### config.mk
export PLATFORM = sky130hd
export DESIGN_NAME = vec_execute_flat
export DESIGN_NICKNAME = d
export VERILOG_FILES = /design/src/rtl/vec_pkg.sv /design/src/rtl/vec_execute_if.sv /design/src/rtl/vec_lane_alu.sv /design/src/rtl/vec_execute.sv /design/src/flat_wrapper.sv
export SDC_FILE = /design/constraint.sdc
export NUM_CORES = 1
export LEC_CHECK = 0
export ABC_AREA = 1
export CAP_MARGIN = 30
export CORE_MARGIN = 5
export CORE_UTILIZATION = 55
export CTS_BUF_LIST = sky130_fd_sc_hd__clkbuf_16
export CTS_CLUSTER_SIZE = 28
export DETAILED_ROUTE_END_ITERATION = 10
export GPL_TIMING_DRIVEN = 0
export HOLD_SLACK_MARGIN = 0.15
export PLACE_DENSITY_LB_ADDON = 0.1
export SETUP_SLACK_MARGIN = 0.4
export SYNTH_ARGS = -nofsm -noshare
export SYNTH_HDL_FRONTEND = slang
export SYNTH_SLANG_ARGS = --single-unit
### constraint.sdc
create_clock -name clk -period 6 [get_ports clk]
set_input_delay 1.2 -clock clk [delete_from_list [all_inputs] [get_ports clk]]
set_output_delay 1.2 -clock clk [all_outputs]
set_load 0.005 [all_outputs]
### src/rtl/vec_pkg.sv
// Shared constants, opcode and FSM encodings for the SIMD vector execute stage.
package vec_pkg;

    localparam int LANES  = 6;
    localparam int LANE_W = 8;
    localparam int VW     = LANES * LANE_W;
    localparam int NREGS  = 11;
    localparam int ADDR_W = 4;
    localparam int OP_W   = 3;

    typedef enum logic [OP_W-1:0] {
        OP_ADD  = 3'b000,
        OP_SUB  = 3'b001,
        OP_AND  = 3'b010,
        OP_OR   = 3'b011,
        OP_XOR  = 3'b100,
        OP_MUL  = 3'b101,
        OP_PASS = 3'b110,
        OP_NOP  = 3'b111
    } vop_t;

    typedef enum logic [1:0] {
        ST_IDLE = 2'd0,
        ST_MUL  = 2'd1,
        ST_DONE = 2'd2
    } state_t;

    // A destination is writable only if it names an existing architectural register.
    function automatic logic dst_ok(input logic [ADDR_W-1:0] d, input int nregs);
        return ({{(32-ADDR_W){1'b0}}, d} < nregs);
    endfunction

endpackage

### src/rtl/vec_execute_if.sv
// Operation-issue and register-file writeback bundle of the vector execute stage.
interface vec_execute_if;
    import vec_pkg::*;

    logic              in_valid;
    logic              in_ready;
    logic [OP_W-1:0]   op;
    logic [ADDR_W-1:0] dst;
    logic [VW-1:0]     src_a;
    logic [VW-1:0]     src_b;
    logic              wb_we;
    logic [ADDR_W-1:0] wb_addr;
    logic [VW-1:0]     wb_data;
    logic              bad_dst;

    modport master (
        output in_valid, op, dst, src_a, src_b,
        input  in_ready, wb_we, wb_addr, wb_data, bad_dst
    );

    modport slave (
        input  in_valid, op, dst, src_a, src_b,
        output in_ready, wb_we, wb_addr, wb_data, bad_dst
    );

endinterface

### src/rtl/vec_lane_alu.sv
// Combinational single-lane ALU; multiply is handled by the shared multiplier in the top.
module vec_lane_alu
    import vec_pkg::*;
#(
    parameter int W = LANE_W
) (
    input  vop_t         op,
    input  logic [W-1:0] a,
    input  logic [W-1:0] b,
    output logic [W-1:0] y
);

    always_comb begin
        y = '0;
        case (op)
            OP_ADD:  y = a + b;
            OP_SUB:  y = a - b;
            OP_AND:  y = a & b;
            OP_OR:   y = a | b;
            OP_XOR:  y = a ^ b;
            OP_PASS: y = a;
            default: y = '0;
        endcase
    end

endmodule

### src/rtl/vec_execute.sv
// SIMD vector execute stage: single-cycle lane-wise logic/arithmetic and a
// lane-serial multiply through one shared LANE_W x LANE_W multiplier.
module vec_execute #(
    parameter int LANES  = vec_pkg::LANES,
    parameter int LANE_W = vec_pkg::LANE_W,
    parameter int NREGS  = vec_pkg::NREGS
) (
    input  logic          clk,
    input  logic          reset,
    vec_execute_if.slave  bus
);
    import vec_pkg::*;

    localparam int VEC_W = LANES * LANE_W;
    localparam int CNT_W = (LANES > 1) ? $clog2(LANES) : 1;
    localparam logic [CNT_W-1:0] LAST_LANE = CNT_W'(LANES - 1);

    state_t            state_q,    state_d;
    logic [CNT_W-1:0]  lane_cnt_q, lane_cnt_d;
    logic [VEC_W-1:0]  a_q,        a_d;
    logic [VEC_W-1:0]  b_q,        b_d;
    logic [VEC_W-1:0]  mul_res_q,  mul_res_d;
    logic [ADDR_W-1:0] mul_dst_q,  mul_dst_d;
    logic              wb_we_q,    wb_we_d;
    logic [ADDR_W-1:0] wb_addr_q,  wb_addr_d;
    logic [VEC_W-1:0]  wb_data_q,  wb_data_d;
    logic              bad_dst_q,  bad_dst_d;

    vop_t              op_in;
    logic [VEC_W-1:0]  alu_y;
    logic [LANE_W-1:0] mul_a;
    logic [LANE_W-1:0] mul_b;
    logic [LANE_W-1:0] mul_lo;

    assign op_in = vop_t'(bus.op);

    generate
        for (genvar gi = 0; gi < LANES; gi++) begin : g_lane
            vec_lane_alu #(.W(LANE_W)) u_alu (
                .op (op_in),
                .a  (bus.src_a[gi*LANE_W +: LANE_W]),
                .b  (bus.src_b[gi*LANE_W +: LANE_W]),
                .y  (alu_y[gi*LANE_W +: LANE_W])
            );
        end
    endgenerate

    // Operands shift down one lane per MUL cycle so the multiplier always sees lane 0.
    assign mul_a  = a_q[LANE_W-1:0];
    assign mul_b  = b_q[LANE_W-1:0];
    assign mul_lo = mul_a * mul_b;

    always_comb begin
        state_d    = state_q;
        lane_cnt_d = lane_cnt_q;
        a_d        = a_q;
        b_d        = b_q;
        mul_res_d  = mul_res_q;
        mul_dst_d  = mul_dst_q;
        wb_we_d    = 1'b0;
        bad_dst_d  = 1'b0;
        wb_addr_d  = wb_addr_q;
        wb_data_d  = wb_data_q;

        case (state_q)
            ST_IDLE: begin
                if (bus.in_valid) begin
                    case (op_in)
                        OP_NOP: ;
                        OP_MUL: begin
                            state_d    = ST_MUL;
                            lane_cnt_d = '0;
                            a_d        = bus.src_a;
                            b_d        = bus.src_b;
                            mul_dst_d  = bus.dst;
                        end
                        default: begin
                            if (dst_ok(bus.dst, NREGS)) begin
                                wb_we_d   = 1'b1;
                                wb_addr_d = bus.dst;
                                wb_data_d = alu_y;
                            end else begin
                                bad_dst_d = 1'b1;
                            end
                        end
                    endcase
                end
            end

            ST_MUL: begin
                // Products enter at the top and drift down, landing in lane order.
                mul_res_d = mul_res_q >> LANE_W;
                mul_res_d[VEC_W-1 -: LANE_W] = mul_lo;
                a_d = a_q >> LANE_W;
                b_d = b_q >> LANE_W;
                if (lane_cnt_q == LAST_LANE) begin
                    state_d    = ST_DONE;
                    lane_cnt_d = '0;
                    if (dst_ok(mul_dst_q, NREGS)) begin
                        wb_we_d   = 1'b1;
                        wb_addr_d = mul_dst_q;
                        wb_data_d = mul_res_d;
                    end else begin
                        bad_dst_d = 1'b1;
                    end
                end else begin
                    lane_cnt_d = lane_cnt_q + 1'b1;
                end
            end

            ST_DONE: state_d = ST_IDLE;

            default: state_d = ST_IDLE;
        endcase
    end

    always_ff @(posedge clk) begin
        if (reset) begin
            state_q    <= ST_IDLE;
            lane_cnt_q <= '0;
            a_q        <= '0;
            b_q        <= '0;
            mul_res_q  <= '0;
            mul_dst_q  <= '0;
            wb_we_q    <= 1'b0;
            wb_addr_q  <= '0;
            wb_data_q  <= '0;
            bad_dst_q  <= 1'b0;
        end else begin
            state_q    <= state_d;
            lane_cnt_q <= lane_cnt_d;
            a_q        <= a_d;
            b_q        <= b_d;
            mul_res_q  <= mul_res_d;
            mul_dst_q  <= mul_dst_d;
            wb_we_q    <= wb_we_d;
            wb_addr_q  <= wb_addr_d;
            wb_data_q  <= wb_data_d;
            bad_dst_q  <= bad_dst_d;
        end
    end

    // Reset masks a pending pulse so an aborted DONE never reaches the register file.
    assign bus.in_ready = (state_q == ST_IDLE);
    assign bus.wb_we    = wb_we_q & ~reset;
    assign bus.bad_dst  = bad_dst_q & ~reset;
    assign bus.wb_addr  = wb_addr_q;
    assign bus.wb_data  = wb_data_q;

endmodule

### src/flat_wrapper.sv
// flat-port wrapper written by rule: the top's interface ports become plain ports
module vec_execute_flat import vec_pkg::*;
#(
    parameter int LANES  = vec_pkg::LANES,
    parameter int LANE_W = vec_pkg::LANE_W,
    parameter int NREGS  = vec_pkg::NREGS
)
  (clk, reset, bus_in_valid, bus_op, bus_dst, bus_src_a, bus_src_b, bus_in_ready, bus_wb_we, bus_wb_addr, bus_wb_data, bus_bad_dst);
  vec_execute_if bus_i ();
  input  logic clk;
  input  logic reset;
  input wire logic [$bits(bus_i.in_valid)-1:0] bus_in_valid;
  input wire logic [$bits(bus_i.op)-1:0] bus_op;
  input wire logic [$bits(bus_i.dst)-1:0] bus_dst;
  input wire logic [$bits(bus_i.src_a)-1:0] bus_src_a;
  input wire logic [$bits(bus_i.src_b)-1:0] bus_src_b;
  output wire logic [$bits(bus_i.in_ready)-1:0] bus_in_ready;
  output wire logic [$bits(bus_i.wb_we)-1:0] bus_wb_we;
  output wire logic [$bits(bus_i.wb_addr)-1:0] bus_wb_addr;
  output wire logic [$bits(bus_i.wb_data)-1:0] bus_wb_data;
  output wire logic [$bits(bus_i.bad_dst)-1:0] bus_bad_dst;
  assign bus_i.in_valid = bus_in_valid;
  assign bus_i.op = bus_op;
  assign bus_i.dst = bus_dst;
  assign bus_i.src_a = bus_src_a;
  assign bus_i.src_b = bus_src_b;
  assign bus_in_ready = bus_i.in_ready;
  assign bus_wb_we = bus_i.wb_we;
  assign bus_wb_addr = bus_i.wb_addr;
  assign bus_wb_data = bus_i.wb_data;
  assign bus_bad_dst = bus_i.bad_dst;
  vec_execute #(.LANES(LANES), .LANE_W(LANE_W), .NREGS(NREGS)) u_core (.clk(clk), .reset(reset), .bus(bus_i));
endmodule
==> results of run 1 <==
==> per-layer routing <==
| metal | share of wire (%) | vias up |
|---|---|---|
| met5 | 0 | - |
| met4 | 6.4 | 0 |
| met3 | 9.2 | 168 |
| met2 | 45 | 893 |
| met1 | 39 | 7498 |
| li1 | - | 7509 |
==> synth_stat cells (all sizes together), types with 30 or more instances <==
cell type,number
nand3,62
buf,65
nand2,586
a31oi,106
o21ai,189
a21oi,150
dfxtp,199
o22ai,30
xor2,31
inv,286
nor2,93
clkbuf,58
ha,160
==> tightest hold or removal path: stages (launching register included) <==
cell and delay (ns):
dfxtp_1 0.31, nand2_1 0.06, a21oi_1 0.05
==> area by class of cell <==
type	instances	area, sq um
multi-input cells	1553	8980
fillers	2468	8820
flip-flops and latches	199	3980
repair buffers	159	1590
inverters	287	1080
plain buffers	123	598
clock buffers	17	425
well taps	335	419
clock inverters	15	234
==> cells by family after synthesis <==
family	after synthesis	synth area share, %
AND/OR/NAND/NOR	789	21.6
AO/OA/AOI/OAI	548	21.3
XOR/XNOR	38	2.27
buffers and inverters	410	11.5
flip-flops	199	27.2
adder cells (fa/ha/maj)	178	16.1
==> registers in the layout, indices dropped and copies added, names as in the netlist <==
signal and cells:
u_core.bus.wb_data 48, u_core.a_q 48, u_core.bad_dst_q 1, u_core.mul_dst_q 4, u_core.wb_we_q 1, u_core.bus.wb_addr 4, u_core.b_q 48, u_core.mul_res_q 40
u_core.state_q 2, u_core.lane_cnt_q 3
==> power by group through the flow <==
stage	combinational, mW	clock (mW)	sequential [mW]
final	1.01	1.31	1.44
after CTS	0.992	1.30	1.44
after detailed placement	0.985	0	1.47
after global placement	0.966	0	1.47
after floorplan	0.583	0	1.45
after global routing	1.11	1.35	1.45
==> metrics by stage <==
stage	util [%]	cell area, sq um	instances
floorplan	-	14600	2162
global placement	63.7	16700	2656
detailed placement	63.7	16700	2656
CTS	66.2	17300	2688
global route	66.2	17300	2688
finish	66.2	17300	2688
==> worst min-delay path by stage <==
| stage | start | end | slack (ns) | depth (start not counted) |
|---|---|---|---|---|
| final | u_core.mul_res_q[17] | u_core.mul_res_q[17] | 0.47 | 2 |
| after global routing | u_core.b_q[45] | u_core.b_q[45] | 0.48 | 2 |
| after CTS | u_core.mul_res_q[12] | u_core.mul_res_q[12] | 0.47 | 2 |
| after detailed placement | u_core.b_q[41] | u_core.b_q[41] | 0.45 | 2 |
| after global placement | u_core.mul_dst_q[3] | u_core.mul_dst_q[3] | 0.45 | 2 |
| after floorplan | u_core.mul_dst_q[3] | u_core.mul_dst_q[3] | 0.44 | 2 |
==> results by group, run 1 <==
Status
  • Outcome: finished clean

Floorplanning
  • Die extent in x: 173 microns
  • Io pins: between 150 and 200
  • Core ar.: approximately 26,000 sq um
  • Rows: 59
  • Starting Density: 56.0%
  • DIE HEIGHT: between 150 and 200 microns
  • Die ar.: about 30,000 sq um

Setup path
  • Crit-path cells: clkdlybuf4s50_1, buf_4, nor2_2, nand2_2, buf_2, buf_2, nand2_1, xor2_1, inv_1, ha_1, nand2_1, inv_1, nand4_1, o211ai_1, nand2_1, nand2_1, o21ai_0, nand2_1, a21oi_1
  • CP max-delay cell: clkdlybuf4s50_1
  • Worst R2R Setup Slack: ~1.9 ns
  • Levels on crit path: 19
  • Critical Path End: u_core.bus.wb_data[37]
  • Most used cell, CP: nand2_1
  • CP Max Fanout: 10
  • Reg2Reg Capture Point: u_core.bus.wb_data[47]
  • Crit path arrival time: ~5 ns
  • Crit path kind: input pin to register
  • CP Launch Type: input pin
  • Worst endpoint required time: between 6 and 7 ns
  • Worst Setup SP: bus_op[1]
  • CP peak stage delay: 0.55 ns
  • Top delay family on crit path: buffers and inverters
  • Setup crit end kind: register
  • Critical R2R Launch: u_core.b_q[3]
  • Worst path bufs/invs: 6
  • Reg2reg path depth: 22

STA
  • Final hold violations: 0
  • Hold_ws: 0.469 ns
  • Final worst path period share: about three quarters
  • Max-slew headroom: a little under two fifths
  • RSZ-0062 raised after global routing: no
  • FMAX: roughly 0.22 GHz
  • Slew Viols, Final: 0
  • Final setup vio count: 0
  • Worst-margin pin slew: slightly above 0.9 ns
  • Post-route setup slack: ~1.4 ns
  • Setup TNS: 0 ns
  • Min Tclk post-route: 4.61 ns
  • Post-Route Skew: about 0.018 ns

Logic synthesis
  • Cell taking the most area after synthesis: dfxtp_1
  • Main synth FF type: dfxtp_1
  • Async S/R FF share, synth: 0%
  • Synth area leaders: dfxtp_1 (27%), nand2_1 (15%), ha_1 (14%)
  • Synth unique cells: 43
  • Mapped Avg Cell Area: ~6.8 sq um
  • Post-Synthesis Cells: roughly 2,200
  • Synth top area share: 27.2%
  • FF+latch count, synth: between 150 and 200
  • Synth Warn #: 0
  • EDFF count, synth: 0
  • Post-Syn Nets: 2,446
  • Post-Syn Area: approximately 15,000 sq um
  • Sequential area share after synthesis: between 20% and 30%

Cells and area
  • Share of cells above drive strength 1: 4.72%
  • Nets: approximately 2,600
  • Synth-to-layout area growth: 18.2%
  • Most common cell after layout, fill and taps aside: nand2_1
  • Most frequent cells in the layout: nand2_1 (583), inv_1 (281), dfxtp_1 (199)
  • Diode count: 0

CTS
  • Clock Latency Late Sink: around 0.46 ns
  • Max H-tree Level: 4
  • Setup Fix Bufs, Post-CTS: 0
  • Post-CTS resize count: 0
  • CTS Buf Count: 17
  • CTS Buffer Depth: 2
  • Num Clock Sinks: about 200
  • # hold bufs at CTS: 0
  • CTS tree: yes
  • Root Driver: clkbuf_16
  • Clk slew on worst S/H paths: about 0.10 ns

Power and ir drop
  • Clk pwr share: 34.7%
  • Power Dens Cells: about 220 nW/um^2
  • Switching Fraction: between 30% and 40%
  • Worst vdd ir: ~0.19 mV
  • Comb power frac: between 20% and 30%
  • Power Total: approximately 3.8 mW
  • Internal: roughly 2.4 mW
  • Flop pwr share: about two fifths
  • Net switching power: about 1.4 mW
  • Leakage Power: about 8.3 nW

Global routing
  • Global route hottest layer: met2
  • Met3 usage: under 10%
  • M2 GR Usage: between 50% and 60%
  • Global Route Usage Sum: a little over a third
  • Vias in the first global route: between 15,000 and 20,000
  • Met1 usage: between 40% and 50%
  • Antenna violations before repair: 0
  • GRT overflow: 0
  • Global-route wire length before repair: 85.5 mm
  • Largest net degree at the start of global routing: 24

Worst hold path
  • HP Class: register to register

Routing
  • Initial DRC count: around 1,900
  • DR DRC count: 0
  • Via-per-instance ratio: about 6
  • Drt first pass iters: 8
  • Vias after detailed routing: roughly 16,000
  • WL final: 57.2 mm
  • ANT nets after route: 0
  • Routed wire per std cell: ~21 microns

Flow run
  • Max-Cap Viols: 0

Placed design
  • DP HPWL: around 44 mm
  • Global placer's final weighted congestion: around 1
  • Port Buffers: approximately 160
  • Setup WS pre-CTS: roughly 0.91 ns
(Power assumes the default switching activity.)
==> run 2: changes to the inputs <==
==> constraint.sdc (replaced) <==
create_clock -name clk -period 4.8 [get_ports clk]
set_input_delay 0.96 -clock clk [delete_from_list [all_inputs] [get_ports clk]]
set_output_delay 0.96 -clock clk [all_outputs]
set_load 0.005 [all_outputs]
==> run 2 against run 1 <==
  * Sequential power is 25% higher
  * Sequential cell count stayed put
  * Critical path depth down 2
  * Global-route usage unchanged
  * Cell area is essentially flat
  * Clock power grew 24%
  * Via count increased by 0.54%
  * Wire length fell by 0.28%
  * Non-clock buffer count did not move
  * Count of clock-buffer cells in the layout stayed put
  * Worst setup slack worse by 0.89 ns
  * Combinational power increased by 26%
  * Largest power group unchanged
==> results by group, run 2 (synthesized netlist as in run 1, its figures left out) <==
Cells and area
  • Nets: 2,624 (unchanged)
  • Share of cells above drive strength 1: 4.80% (was 4.72%)
  • Most common cell after layout, fill and taps aside: nand2_1 (unchanged)
  • Fillcell total: 2,466 (was 2,468)
  • Register area: 3980 sq um (unchanged)
  • Diode count: 0 (unchanged)
  • Synth-to-layout area growth: 18.3% (was 18.2%)
  • Area of the multi-input gates: 8980 sq um (about the same)
  • Non-filler cells, final: 2,688 (unchanged)
  • Most frequent cells in the layout: nand2_1 (583), inv_1 (281), dfxtp_1 (199) (unchanged)
  • Final Cell Area: 17,300 sq um (about the same)

Setup path
  • Worst R2R Setup Slack: 0.74 ns (was 1.87 ns)
  • Crit-path cells: clkdlybuf4s50_1, buf_4, nor2_2, nand2_2, buf_2, buf_2, nand2_1, xor2_1, inv_1, ha_1, a21oi_1, o211ai_1, nand2_1, nand2_1, o21ai_0, nand2_1, a21oi_1 (was clkdlybuf4s50_1, buf_4, nor2_2, nand2_2, buf_2, buf_2, nand2_1, xor2_1, inv_1, ha_1, nand2_1, inv_1, nand4_1, o211ai_1, nand2_1, nand2_1, o21ai_0, nand2_1, a21oi_1)
  • CP Launch Type: input pin (unchanged)
  • Reg2reg path depth: 14 (was 22)
  • Crit path arrival time: 4.69 ns (was 5.01 ns)
  • Levels on crit path: 17 (was 19)
  • CP Max Fanout: 10 (unchanged)
  • Most used cell, CP: nand2_1 (unchanged)
  • CP max-delay cell: clkdlybuf4s50_1 (unchanged)
  • CP peak stage delay: 0.55 ns (about the same)
  • Worst path bufs/invs: 5 (was 6)
  • Crit path kind: input pin to register (unchanged)
  • Setup crit end kind: register (unchanged)
  • Top delay family on crit path: buffers and inverters (unchanged)
  • Worst endpoint required time: 5.19 ns (was 6.40 ns)

Routing
  • ANT nets after route: 0 (unchanged)
  • Routed wire per std cell: 21.2 microns (was 21.3 microns)
  • Vias after detailed routing: 16,200 (was 16,100)
  • DR DRC count: 0 (unchanged)
  • Drt first pass iters: 6 (was 8)
  • WL final: 57.1 mm (was 57.2 mm)
  • Initial DRC count: 1,940 (was 1,865)
  • Via-per-instance ratio: 6.01 (was 5.98)

CTS
  • # hold bufs at CTS: 0 (unchanged)
  • Clock Latency Late Sink: 0.46 ns (about the same)
  • CTS Buf Count: 17 (unchanged)
  • Clk slew on worst S/H paths: 0.09 ns (was 0.10 ns)
  • CTS tree: yes (unchanged)
  • Num Clock Sinks: 199 (unchanged)
  • Root Driver: clkbuf_16 (unchanged)
  • CTS Buffer Depth: 2 (unchanged)
  • Post-CTS resize count: 0 (unchanged)
  • Setup Fix Bufs, Post-CTS: 0 (unchanged)
  • Max H-tree Level: 4 (unchanged)

Placed design
  • Placed cell count: 2,656 (unchanged)
  • Port Buffers: 159 (unchanged)
  • Placed Area: 16,700 sq um (unchanged)
  • Global placer's final weighted congestion: 0.984 (unchanged)
  • Setup WS pre-CTS: -0.0494 ns (was 0.911 ns)
  • DP HPWL: 43.6 mm (unchanged)

Power and ir drop
  • Worst vdd ir: 0.238 mV (was 0.193 mV)
  • Leakage Power: 8.34 nW (was 8.33 nW)
  • Power Dens Cells: 271 nW/um^2 (was 217 nW/um^2)

STA
  • Hold_ws: 0.468 ns (was 0.469 ns)
  • Max-slew headroom: 37.4% (was 38.2%)
  • Post-route setup slack: 0.502 ns (was 1.39 ns)
  • FMAX: between 0.2 and 0.25 GHz
  • Final hold violations: 0 (unchanged)
  • Worst-margin pin slew: 0.939 ns (was 0.927 ns)
  • Slew Viols, Final: 0 (unchanged)
  • Final setup vio count: 0 (unchanged)
  • Min Tclk post-route: 4.30 ns
  • RSZ-0062 raised after global routing: yes (was no)
  • Final worst path period share: roughly nine tenths
  • Post-Route Skew: 0.0188 ns (was 0.0176 ns)
  • Setup TNS: 0 ns (unchanged)

Global routing
  • GRT overflow: 0 (unchanged)
  • Antenna violations before repair: 0 (unchanged)
  • Vias in the first global route: 15,000 (unchanged)
  • Global-route wire length before repair: 85.5 mm (unchanged)
  • Largest net degree at the start of global routing: 24 (unchanged)
  • Global Route Usage Sum: 36.4% (unchanged)

Flow run
  • Max-Cap Viols: 0 (unchanged)

Worst hold path
  • WHS Path Cells: 2 (unchanged)
  • HP Class: register to register (unchanged)

Floorplanning
  • Die ar.: 30,000 sq um (unchanged)
  • Core ar.: 26,100 sq um (unchanged)
  • Starting Density: 56.0% (unchanged)
  • Io pins: 161 (unchanged)
  • DIE HEIGHT: 173 microns (unchanged)
  • Rows: 59 (unchanged)
  • Die extent in x: 173 microns (unchanged)

Status
  • Outcome: finished clean (unchanged)
==> run 2: worst paths after layout <==
kind	start	to
worst min register to register	u_core.mul_res_q[17]	u_core.mul_res_q[17]
worst max-delay path	bus_op[1]	u_core.bus.wb_data[21]
worst max register to register	u_core.b_q[2]	u_core.mul_res_q[46]
worst min-delay path	u_core.mul_res_q[17]	u_core.mul_res_q[17]
==> run 2: final cells by class <==
type                    instances  share of cell area, %
multi-input cells            1553                   51.9
flip-flops and latches        199                   23.0
repair buffers                159                   9.19
inverters                     287                   6.23
plain buffers                 123                   3.50
clock buffers                  17                   2.46
well taps                     335                   2.42
clock inverters                15                   1.35
==> run 2: worst min-delay path: cells and delay by family, from the launching register on <==
family           cells  cell delay [ns]
AO/OA/AOI/OAI        1             0.05
flip-flops           1             0.31
AND/OR/NAND/NOR      1             0.06
==> run 2: metrics by stage <==
stage	util, %	total power, mW
6_report	66.3	4.70
5_1_grt	66.3	4.89
4_1_cts	66.2	4.67
3_5_place_dp	63.7	3.07
3_3_place_gp	63.7	3.05
2_1_floorplan	-	2.55
==> run 2: power by group <==
part	leakage [nW]	internal (mW)	switching, mW
Combinational	6.40	0.483	0.785
Sequential	1.62	1.74	0.0647
Clock	0.317	0.786	0.840
==> run 2: layer usage <==
metal / vias up / wire length [microns] / track usage (%)
met2: 919 / 25800 / 59.3
met4: 0 / 3770 / 20.3
met3: 181 / 5580 / 5.72
met1: 7543 / 21900 / 46.3
li1: 7512 / - / -
met5: - / 0 / 0
==> run 3: changes to the inputs <==
--- a/config.mk
+++ b/config.mk
@@ -7,13 +7,12 @@
 export LEC_CHECK = 0
 export ABC_AREA = 1
 export CAP_MARGIN = 30
-export CORE_MARGIN = 5
+export CORE_MARGIN = 3
 export CORE_UTILIZATION = 55
 export CTS_BUF_LIST = sky130_fd_sc_hd__clkbuf_16
 export CTS_CLUSTER_SIZE = 28
 export DETAILED_ROUTE_END_ITERATION = 10
 export GPL_TIMING_DRIVEN = 0
-export HOLD_SLACK_MARGIN = 0.15
 export PLACE_DENSITY_LB_ADDON = 0.1
 export SETUP_SLACK_MARGIN = 0.4
 export SYNTH_ARGS = -nofsm -noshare
==> run 3 against run 2 <==
  * Highest routed layer unchanged
  * Sequential cell count did not move
  * Combinational power barely moved
  * Utilization decreased by 0.21 points
  * Largest cell class unchanged
  * Cell area fell by 0.31%
  * Worst setup slack improved by 0.094 ns
  * Wire length is 0.75% lower
  * Die area decreased by 4.6%
  * Cell count unchanged
  * Global-route usage up 2.2 points
==> results by group, run 3 (synthesized netlist as in run 1, its figures left out) <==
Flow run
  • Max-Cap Viols: 0 (unchanged)

Setup path
  • Crit path kind: input pin to register (unchanged)
  • CP peak stage delay: 0.53 ns (was 0.55 ns)
  • Worst endpoint required time: 5.13 ns (was 5.19 ns)
  • Top delay family on crit path: buffers and inverters (unchanged)
  • CP max-delay cell: clkdlybuf4s50_1 (unchanged)
  • Critical R2R Launch: u_core.b_q[2] (unchanged)
  • Worst Setup SP: bus_op[1] (unchanged)
  • Worst path bufs/invs: 5 (unchanged)
  • Crit path arrival time: 4.53 ns (was 4.69 ns)
  • CP Launch Type: input pin (unchanged)
  • Crit-path cells: clkdlybuf4s50_1, buf_4, nor2_2, nand2_2, buf_2, buf_2, nand2_1, xor2_1, ha_1, nand2_1, inv_1, nand4_1, o211ai_1, nand2_1, nand2_1, nor2_1, o21ai_0, a21oi_1 (was clkdlybuf4s50_1, buf_4, nor2_2, nand2_2, buf_2, buf_2, nand2_1, xor2_1, inv_1, ha_1, a21oi_1, o211ai_1, nand2_1, nand2_1, o21ai_0, nand2_1, a21oi_1)
  • Most used cell, CP: nand2_1 (unchanged)
  • Setup crit end kind: register (unchanged)
  • CP Max Fanout: 10 (unchanged)

STA
  • Post-Route Skew: 0.0220 ns (was 0.0188 ns)
  • Final hold violations: 0 (unchanged)
  • Max-slew headroom: 34.7% (was 37.4%)
  • Worst-margin pin slew: 0.979 ns (was 0.939 ns)
  • Post-route setup slack: 0.597 ns (was 0.502 ns)
  • Final setup vio count: 0 (unchanged)
  • Hold_ws: 0.467 ns (was 0.468 ns)
  • Min Tclk post-route: 4.20 ns (was 4.30 ns)
  • FMAX: 0.238 GHz (was 0.233 GHz)
  • Setup TNS: 0 ns (unchanged)
  • Slew Viols, Final: 0 (unchanged)
  • RSZ-0062 raised after global routing: yes (unchanged)
  • Final worst path period share: 87.6% (was 89.5%)

Floorplanning
  • Die ar.: 28,600 sq um (was 30,000 sq um)
  • Core ar.: 26,100 sq um (unchanged)
  • Die extent in x: 169 microns (was 173 microns)
  • Io pins: 161 (unchanged)
  • Rows: 59 (unchanged)
  • DIE HEIGHT: 169 microns (was 173 microns)
  • Starting Density: 56.0% (unchanged)

Worst hold path
  • HP Class: register to register (unchanged)
  • Worst Hold Launch: u_core.mul_dst_q[3] (was u_core.mul_res_q[17])

CTS
  • Max H-tree Level: 4 (unchanged)
  • CTS Buf Count: 17 (unchanged)
  • Num Clock Sinks: 199 (unchanged)
  • CTS Buffer Depth: 2 (unchanged)
  • Root Driver: clkbuf_16 (unchanged)
  • Clock Latency Late Sink: 0.46 ns (about the same)
  • Setup Fix Bufs, Post-CTS: 0 (unchanged)
  • CTS tree: yes (unchanged)
  • Clk slew on worst S/H paths: 0.08 ns (was 0.09 ns)

Global routing
  • Vias in the first global route: 15,000 (about the same)
  • Global Route Usage Sum: 38.6% (was 36.4%)
  • GRT overflow: 0 (unchanged)
  • Antenna violations before repair: 1 (was 0)
  • Global route hottest layer: met2 (unchanged)
  • Global-route wire length before repair: 85.0 mm (was 85.5 mm)
  • M2 GR Usage: 62.7% (was 59.3%)
  • Met3 usage: 6.83% (was 5.72%)
  • Largest net degree at the start of global routing: 21 (was 24)
  • Met1 usage: 48.5% (was 46.3%)

Routing
  • Via-per-instance ratio: 5.97 (was 6.01)
  • WL final: 56.6 mm (was 57.1 mm)
  • Vias after detailed routing: 16,100 (was 16,200)
  • Routed wire per std cell: 21.1 microns (was 21.2 microns)
  • Initial DRC count: 1,793 (was 1,940)
  • ANT nets after route: 0 (unchanged)
  • Drt first pass iters: 6 (unchanged)
  • DR DRC count: 0 (unchanged)

Cells and area
  • Diode count: 0 (unchanged)
  • Most frequent cells in the layout: nand2_1 (583), inv_1 (281), dfxtp_1 (199) (unchanged)
  • Non-filler cells, final: 2,688 (unchanged)
  • Synth-to-layout area growth: 18.0% (was 18.3%)
  • Most common cell after layout, fill and taps aside: nand2_1 (unchanged)
  • Share of cells above drive strength 1: 4.72% (was 4.80%)
  • Post-layout util: 66.1% (was 66.3%)
  • Nets: 2,624 (unchanged)
  • Final Cell Area: 17,300 sq um (about the same)

Placed design
  • DP HPWL: 43.3 mm (was 43.6 mm)
  • Placed Area: 16,700 sq um (unchanged)
  • Setup WS pre-CTS: -0.105 ns (was -0.0494 ns)
  • Port Buffers: 159 (unchanged)
  • Placed cell count: 2,656 (unchanged)
  • Global placer's final weighted congestion: 0.976 (was 0.984)

Status
  • Outcome: finished clean (unchanged)

Power and ir drop
  • Power Total: 4.61 mW (was 4.70 mW)
  • Worst vdd ir: 0.174 mV (was 0.238 mV)
  • Leakage Power: 8.31 nW (was 8.34 nW)
  • Power Dens Cells: 267 nW/um^2 (was 271 nW/um^2)
==> run 3: final timing paths <==
kind	endpoint	slack (ns)	depth (start not counted)
setup reg to reg	u_core.bus.wb_data[46]	0.63	14
hold / removal	u_core.mul_dst_q[3]	0.47	2
setup / recovery	u_core.bus.wb_data[13]	0.60	18
hold reg to reg	u_core.mul_dst_q[3]	0.47	2
==> run 3: layout make-up <==
class / instances / area, sq um
Fill cell: 2432 / 8860
Timing Repair Buffer: 159 / 1590
Tap cell: 335 / 419
Buffer: 123 / 606
Clock buffer: 17 / 425
Inverter: 287 / 1080
Clock inverter: 15 / 181
Multi-Input combinational cell: 1553 / 8980
Sequential cell: 199 / 3980
==> run 3: timing repair <==
action                     in CTS  in global routing
setup endpoints to repair       1                  4
hold buffers                    0                  0
gates resized for setup         1                  4
==> run 3: where the power goes <==
group          leakage [nW]  switching (mW)  internal, mW
clock network         0.294           0.782         0.752
registers              1.62          0.0634          1.74
logic                  6.39           0.787         0.483
==> run 3: worst reg2reg max path: stages, from the launching register on <==
cell      delay [ns]
dfxtp_1         0.31
clkbuf_2        0.21
nand2_1         0.12
inv_1           0.06
fa_1            0.40
inv_1           0.07
fa_1            0.43
fa_1            0.52
fa_1            0.50
inv_1           0.05
ha_1            0.32
and2_1          0.18
nor3_1          0.69
nor2_1          0.08
a21oi_1         0.18
==> run 3: routing by layer <==
metal	wire, microns	up-vias
met3	5530	190
met5	0	-
met4	3640	0
met2	25500	917
met1	21900	7456
li1	-	7490
